`src/rtl/reg8_serial_tx.sv`:
```
// Parallel-in, bit-serial-out transmitter: start bit, WIDTH data bits LSB first, stop bit.
// Define SERTX_PARITY_EN to insert an even-parity bit between the data bits and the stop bit.
module reg8_serial_tx #(
  parameter int WIDTH = 8,
  parameter int DIV   = 4
) (
  input  logic             CK,
  input  logic             CLR,
  input  logic [WIDTH-1:0] D,
  input  logic             START,
  output logic             TXD,
  output logic             BUSY,
  output logic             DONE
);

  localparam int DIVW = (DIV > 1) ? $clog2(DIV) : 1;
  localparam int BITW = (WIDTH > 1) ? $clog2(WIDTH) : 1;
  localparam logic [DIVW-1:0] DIV_LAST    = DIVW'(DIV - 1);
  localparam logic [DIVW-1:0] DIV_PRELAST = DIVW'(DIV - 2);
  localparam logic [BITW-1:0] BIT_LAST    = BITW'(WIDTH - 1);
  // With one cycle per bit the first stop cycle is also the last, so DONE rises on entry.
  localparam logic DONE_ON_ENTRY = (DIV == 1) ? 1'b1 : 1'b0;

  typedef enum logic [2:0] {
    S_IDLE   = 3'd0,
    S_START  = 3'd1,
    S_DATA   = 3'd2,
`ifdef SERTX_PARITY_EN
    S_PARITY = 3'd3,
`endif
    S_STOP   = 3'd4
  } state_t;

  state_t            state_q;
  logic [DIVW-1:0]   div_q;
  logic [BITW-1:0]   bit_q;
  logic [WIDTH-1:0]  sh_q;
  logic              txd_q;
  logic              busy_q;
  logic              done_q;
`ifdef SERTX_PARITY_EN
  logic              par_q;
`endif

  logic [WIDTH-1:0]  sh_d;
  logic [DIVW-1:0]   div_d;
  logic              div_end_s;

  // Next shift value, incremented divider and end-of-bit-time flag.
  always_comb begin
    sh_d      = sh_q >> 1;
    div_d     = div_q + DIVW'(1);
    div_end_s = (div_q == DIV_LAST);
  end

  // Frame sequencer; every output is taken straight from a register.
  always_ff @(posedge CK or negedge CLR) begin
    if (!CLR) begin
      state_q <= S_IDLE;
      div_q   <= '0;
      bit_q   <= '0;
      sh_q    <= '0;
      txd_q   <= 1'b1;
      busy_q  <= 1'b0;
      done_q  <= 1'b0;
`ifdef SERTX_PARITY_EN
      par_q   <= 1'b0;
`endif
    end else begin
      case (state_q)
        S_IDLE: begin
          done_q <= 1'b0;
          div_q  <= '0;
          bit_q  <= '0;
          if (START) begin
            sh_q    <= D;
`ifdef SERTX_PARITY_EN
            par_q   <= ^D;
`endif
            state_q <= S_START;
            txd_q   <= 1'b0;
            busy_q  <= 1'b1;
          end else begin
            txd_q   <= 1'b1;
            busy_q  <= 1'b0;
          end
        end
        S_START: begin
          if (div_end_s) begin
            div_q   <= '0;
            state_q <= S_DATA;
            txd_q   <= sh_q[0];
          end else begin
            div_q   <= div_d;
          end
        end
        S_DATA: begin
          if (div_end_s) begin
            div_q <= '0;
            sh_q  <= sh_d;
            if (bit_q == BIT_LAST) begin
              bit_q   <= '0;
`ifdef SERTX_PARITY_EN
              state_q <= S_PARITY;
              txd_q   <= par_q;
`else
              state_q <= S_STOP;
              txd_q   <= 1'b1;
              done_q  <= DONE_ON_ENTRY;
`endif
            end else begin
              bit_q   <= bit_q + BITW'(1);
              txd_q   <= sh_d[0];
            end
          end else begin
            div_q <= div_d;
          end
        end
`ifdef SERTX_PARITY_EN
        S_PARITY: begin
          if (div_end_s) begin
            div_q   <= '0;
            state_q <= S_STOP;
            txd_q   <= 1'b1;
            done_q  <= DONE_ON_ENTRY;
          end else begin
            div_q   <= div_d;
          end
        end
`endif
        S_STOP: begin
          if (div_end_s) begin
            div_q   <= '0;
            state_q <= S_IDLE;
            txd_q   <= 1'b1;
            busy_q  <= 1'b0;
            done_q  <= 1'b0;
          end else begin
            div_q   <= div_d;
            done_q  <= (div_q == DIV_PRELAST);
          end
        end
        default: begin
          state_q <= S_IDLE;
          div_q   <= '0;
          bit_q   <= '0;
          txd_q   <= 1'b1;
          busy_q  <= 1'b0;
          done_q  <= 1'b0;
        end
      endcase
    end
  end

  assign TXD  = txd_q;
  assign BUSY = busy_q;
  assign DONE = done_q;

endmodule

```
`config.mk`:
```
export PLATFORM = sky130hd
export DESIGN_NAME = reg8_serial_tx
export DESIGN_NICKNAME = d
export VERILOG_FILES = /design/src/rtl/reg8_serial_tx.sv
export SDC_FILE = /design/constraint.sdc
export NUM_CORES = 1
export LEC_CHECK = 0
export BUFFER_PORTS_ARGS = -buffer_cell sky130_fd_sc_hd__buf_4
export CORE_ASPECT_RATIO = 2
export CORE_UTILIZATION = 30
export CTS_BUF_LIST = sky130_fd_sc_hd__clkbuf_4 sky130_fd_sc_hd__clkbuf_8
export DETAILED_ROUTE_END_ITERATION = 7
export PLACE_DENSITY = 0.52
export SKIP_LAST_GASP = 1
export SLEW_MARGIN = 20
export SYNTH_ARGS = -nofsm -noshare
export SYNTH_HDL_FRONTEND = slang
export SYNTH_SLANG_ARGS = --single-unit
```
`constraint.sdc`:
```
create_clock -name CK -period 3.8 [get_ports CK]
set_input_delay 0.19 -clock CK [delete_from_list [all_inputs] [get_ports CK]]
set_output_delay 0.19 -clock CK [all_outputs]
set_load 0.02 [all_outputs]
```
Yosys cells after proc, flatten, opt, wreduce, memory -nomap -nowiden --
Cells that the tools add are included.
Operators by class: add/subtract/negate cells 2, eq/ne operators 11, multiplexer cells 27, bitwise gates (word level) 3, reductions and logical operators 11
Operator list (count):
- 2-to-1 mux 3 bit | 7
- 2-to-1 mux 8 bit | 2
- case mux 8 bit (2 select lines) | 1
- case mux 3 bit (4 select lines) | 1
- 2-to-1 mux 1 bit | 10
- != test 2 bit, second input constant | 5
- AND reduction 3 bit | 3
- == test 3 bit, second input constant | 2
- case mux 1 bit (3 select lines) | 2
- case mux 3 bit (2 select lines) | 1
- AND reduction 5 bit | 1
- == test 2 bit, second input constant | 2
- 2-to-1 mux 2 bit | 2
- case mux 1 bit (4 select lines) | 1
- AND reduction 2 bit | 2
- OR reduction 2 bit | 2
- adder 3 x 1 -> 3 bit, second input constant | 1
- == test 3 x 1 -> 1 bit, second input constant | 1
- == test 3 x 2 -> 1 bit, second input constant | 1
- logical NOT 3 bit | 1
- NOT 1 bit | 3
- OR reduction 3 bit | 1
- adder 2 x 1 -> 2 bit, second input constant | 1
- nonzero test 2 bit | 1
Storage, ports and cells: register bits after elaboration 19, bits of input ports 11

Depth between registers and ports, before layout --
depth in word-level cells 4, gate-level depth with buffers 5, depth with buffers taken out 5

Least setup slack after synthesis --
No wires, ideal clock.
kind register to register, start point reg state_q[2], end point reg sh_q[0], arrival 1415 ps, required time 3675 ps, slack 2261 ps, cell stages (with the launch flop) 4, clock period less this slack 1539 ps, cells stage by stage dfrtp_1 -> nor3b_4 -> mux2_2 -> mux2_2
On the way: cells in the longest elaborated chain, start to end 3, elaborated cells on any way between the ends 7
Ends and longest elaborated chain:
- start: declaration | line 34 | state_t state_q;
- start signal: assignment | line 59 | state_q <= S_IDLE;
- start signal: assignment | line 80 | state_q <= S_START;
- start signal: assignment | line 91 | state_q <= S_DATA;
- == test 3 x 2 -> 1 bit or logical NOT 3 bit (tied branches) | line 70 | case (state_q)
- != test 2 bit (no line) or nonzero test 2 bit (tied branches)
- AND reduction 3 bit (no line)
- end signal: assignment | line 62 | sh_q <= '0;
- end signal: assignment | line 76 | sh_q <= D;
- end signal: assignment | line 100 | sh_q <= sh_d;
- end: declaration | line 37 | logic [WIDTH-1:0] sh_q;
Parallel ways exist; a longest one is shown, timed or not. A chain may end at the register's enable or synchronous reset.

Final worst setup path --
start point reg state_q[1], end point reg sh_q[2]
The elaborated chain is that of the path after synthesis.

==> impl_results.md <==
* R2R setup slack at 1950 ps
* Asr flop ratio synth at 1.00
* Max FO, Critical Path at 14
* Ratio of cells with drive above 1 in the final layout at 0.343
* CTS tree: yes
* Post-route ant nets at 0
* Post-CTS Resized at 0
* FF+latch count, synth at 19
* Most frequent cell after synthesis: dfrtp_1
* Setup CP Type: register to register
* Final Setup Violations at 0
* Total CTS buffers at 3
* Hold Crit Start: START
* VDD IR max at 0.276 mV
* Total gr overflow at 0
* # diodes at 0
* Clock Skews at 0.622 ps
* Vias in the first global route at 785
* Total GRT Usage at 0.134
* Clk_lat worst skew at 260 ps
* Critical path, cell by cell: nor3b_4, mux2_2, mux2_2
* Die area at 3810 um^2
* Post-synthesis simple-gate area fraction at 0.143
* Most frequent cells after synthesis: 18 x dfrtp_1, 17 x mux2_2, 5 x nand2_1, 5 x o21ai_0
* Synth area leader: dfrtp_1
* Busiest layer in global routing: met2
* WL final at 2180 um
* Final Slew Violations at 0
* Share of the yosys chip area belonging to registers at 0.447
* YS warnings at 0
* Unrepaired setup endpoints after global routing: false
* Port buffer count at 13
* Comb power frac at 0.364
* Final worst path period need at 1850 ps
* Post-Synth XOR/XNOR Area at 0.00821
* Clock power share at 0.184
* Area grow syn2layout at 15.8%
* Reg2Reg Launch Point: state_q[1]
* Hold bufs inserted after CTS at 1
* Core area at 3380 um^2
* Clock slew seen by the registers of the worst setup and hold paths at 80 ps
* Sw frac at 0.359
* Met3 GRT Util at 0.0188
* Initial antenna violation count at 0
* Hpwl dp at 1660 um
* First DRT Iteration DRCs at 10
* First-pass GRT wire length at 3750 um
* Wirelength per Cell at 15.6 um
* Post-CTS setup buffers at 0
* Adder-cell share of the synthesized area at 0.0469
* Synth Area per Inst at 11.4 um^2
* CP max-delay cell: dfrtp_1
* Main combinational cell family by area after synthesis: multiplexers
* WP data arrival at 2000 ps
* Mux cell area share after synthesis at 0.198
* Dominant cells by area after synthesis: dfrtp_1 42%, mux2_2 18%, ha_1 4.7%
* Sink Count at 19
* Largest net degree at the start of global routing at 20
* Critical Path Sink Type: register
* Synth Instances at 94
* Status: finished, final reports clean
* DRC viols at 0
* CTS max path bufs at 2
* Synthesized area at 1070 um^2
* Switch Pwr at 0.000285 W
* Root Driver: clkbuf_8
* Crit-path most repeated cell: mux2_2
* Crit-path max cell delay at 600 ps
* Final Hold Fails at 0
* Hold_ws at 261 ps
* Yosys top cell area share at 0.422
* P per Cell Area at 643 nW/um^2
* Number of synthesized flops with an enable pin at 0
* Initial Util at 0.316
* WP data required at 3950 ps
* Power, Total at 0.000795 W
* Worst slew pin tran at 711 ps
* Worst setup SP type: register
* Cell row count at 30
* Syn Nets at 109
* Max_cap viols at 0
* Vias after detailed routing at 754
* H-tree Lvls at 1
* Synth Area in Compound Gates at 0.120
* Final net count at 124
* Setup TNS at 0 ps
* Seq pwr share at 0.452
* Fin util at 0.366
* Gpl congestion at 0.738
* Die height at 86.4 um
* Worst rel slew slack at 0.525
* Vias per std cell at 5.39
* CP Launch Point: state_q[1]
* Met2 global-route usage at 0.245
* FMAX at 0.540 GHz
* IO Count at 14
* Die width at 44.2 um
* Pleak at 0.518 nW
* Hold crit path type: input port to register
* Cell internal pwr at 0.000510 W
* Met1 Use GR at 0.133
* Pre-antenna DRT Iters at 4
* Synth cell types at 32
* Main synth FF type: dfrtp_1
* Fin crit share at 0.487
critical path, delay by kind of cell (launching register included):
family,cells,cell delay [ps]
and+or+nand+nor,1,490
DFF,1,600
muxes,2,650
power by group through the flow:
stage | Clock [W] | Sequential (W) | Combinational (W)
after floorplan | 0 | 0.000340 | 0.000240
after global placement | 0 | 0.000363 | 0.000291
after detailed placement | 0 | 0.000367 | 0.000293
after CTS | 0.000152 | 0.000361 | 0.000295
after global routing | 0.000157 | 0.000375 | 0.000320
final | 0.000146 | 0.000359 | 0.000289
logic make-up (layout without fill, tap and decap cells):
kind of cell	after synthesis	after routing
flip-flops	19	19
AND/OR/NAND/NOR	24	24
AO/OA/AOI/OAI	19	19
multiplexers	19	19
XOR/XNOR	1	1
buffers and inverters	8	22
adder cells (fa/ha/maj)	4	4
final cells by class:
type	count	area, um^2
fillers	353	2140
multi-input cells	67	551
flip-flops and latches	19	477
repair buffers	14	108
clock buffers	3	41.3
well taps	32	40.0
inverters	4	15.0
clock inverters	1	5.00
layer usage:
metal / routed length, um / share of wire / vias up
li1: - / - / 373
met1: 782 / 0.36 / 361
met2: 1270 / 0.58 / 14
met3: 47 / 0.022 / 6
met4: 86 / 0.039 / 0
met5: 0 / 0 / -
metrics by stage:
stage,worst slack [ps],area (um^2),instances
detailed placement,1930,1180,135
floorplan,2260,1070,94
global route,1820,1240,140
global placement,1970,1180,135
finish,1950,1240,140
CTS,1930,1240,140
registers in the layout, summed over array words and instances, names as in the netlist:
signal and count:
bit_q 3, TXD 1, sh_q 8, div_q 2, state_q 3, DONE 1, BUSY 1
worst paths after layout:
path / depth (start not counted) / end
max: 3 / sh_q[2]
min in group asynchronous: 2 / div_q[0]
max reg2reg: 3 / sh_q[2]
max in group asynchronous: 2 / TXD
min: 3 / state_q[0]
min reg2reg: 1 / div_q[0]
layout by cell type, fill, tap and decap left out, types with 4 or more instances in the layout:
master | netlist | layout
ha_1 | 4 | 4
dfrtp_1 | 18 | 18
mux2_2 | 17 | 17
nand2_1 | 5 | 5
o21ai_0 | 5 | 5
buf_4 | 0 | 13
a21oi_1 | 4 | 4
inv_1 | 4 | 4
No activity file was read; power rests on OpenSTA's default activity.
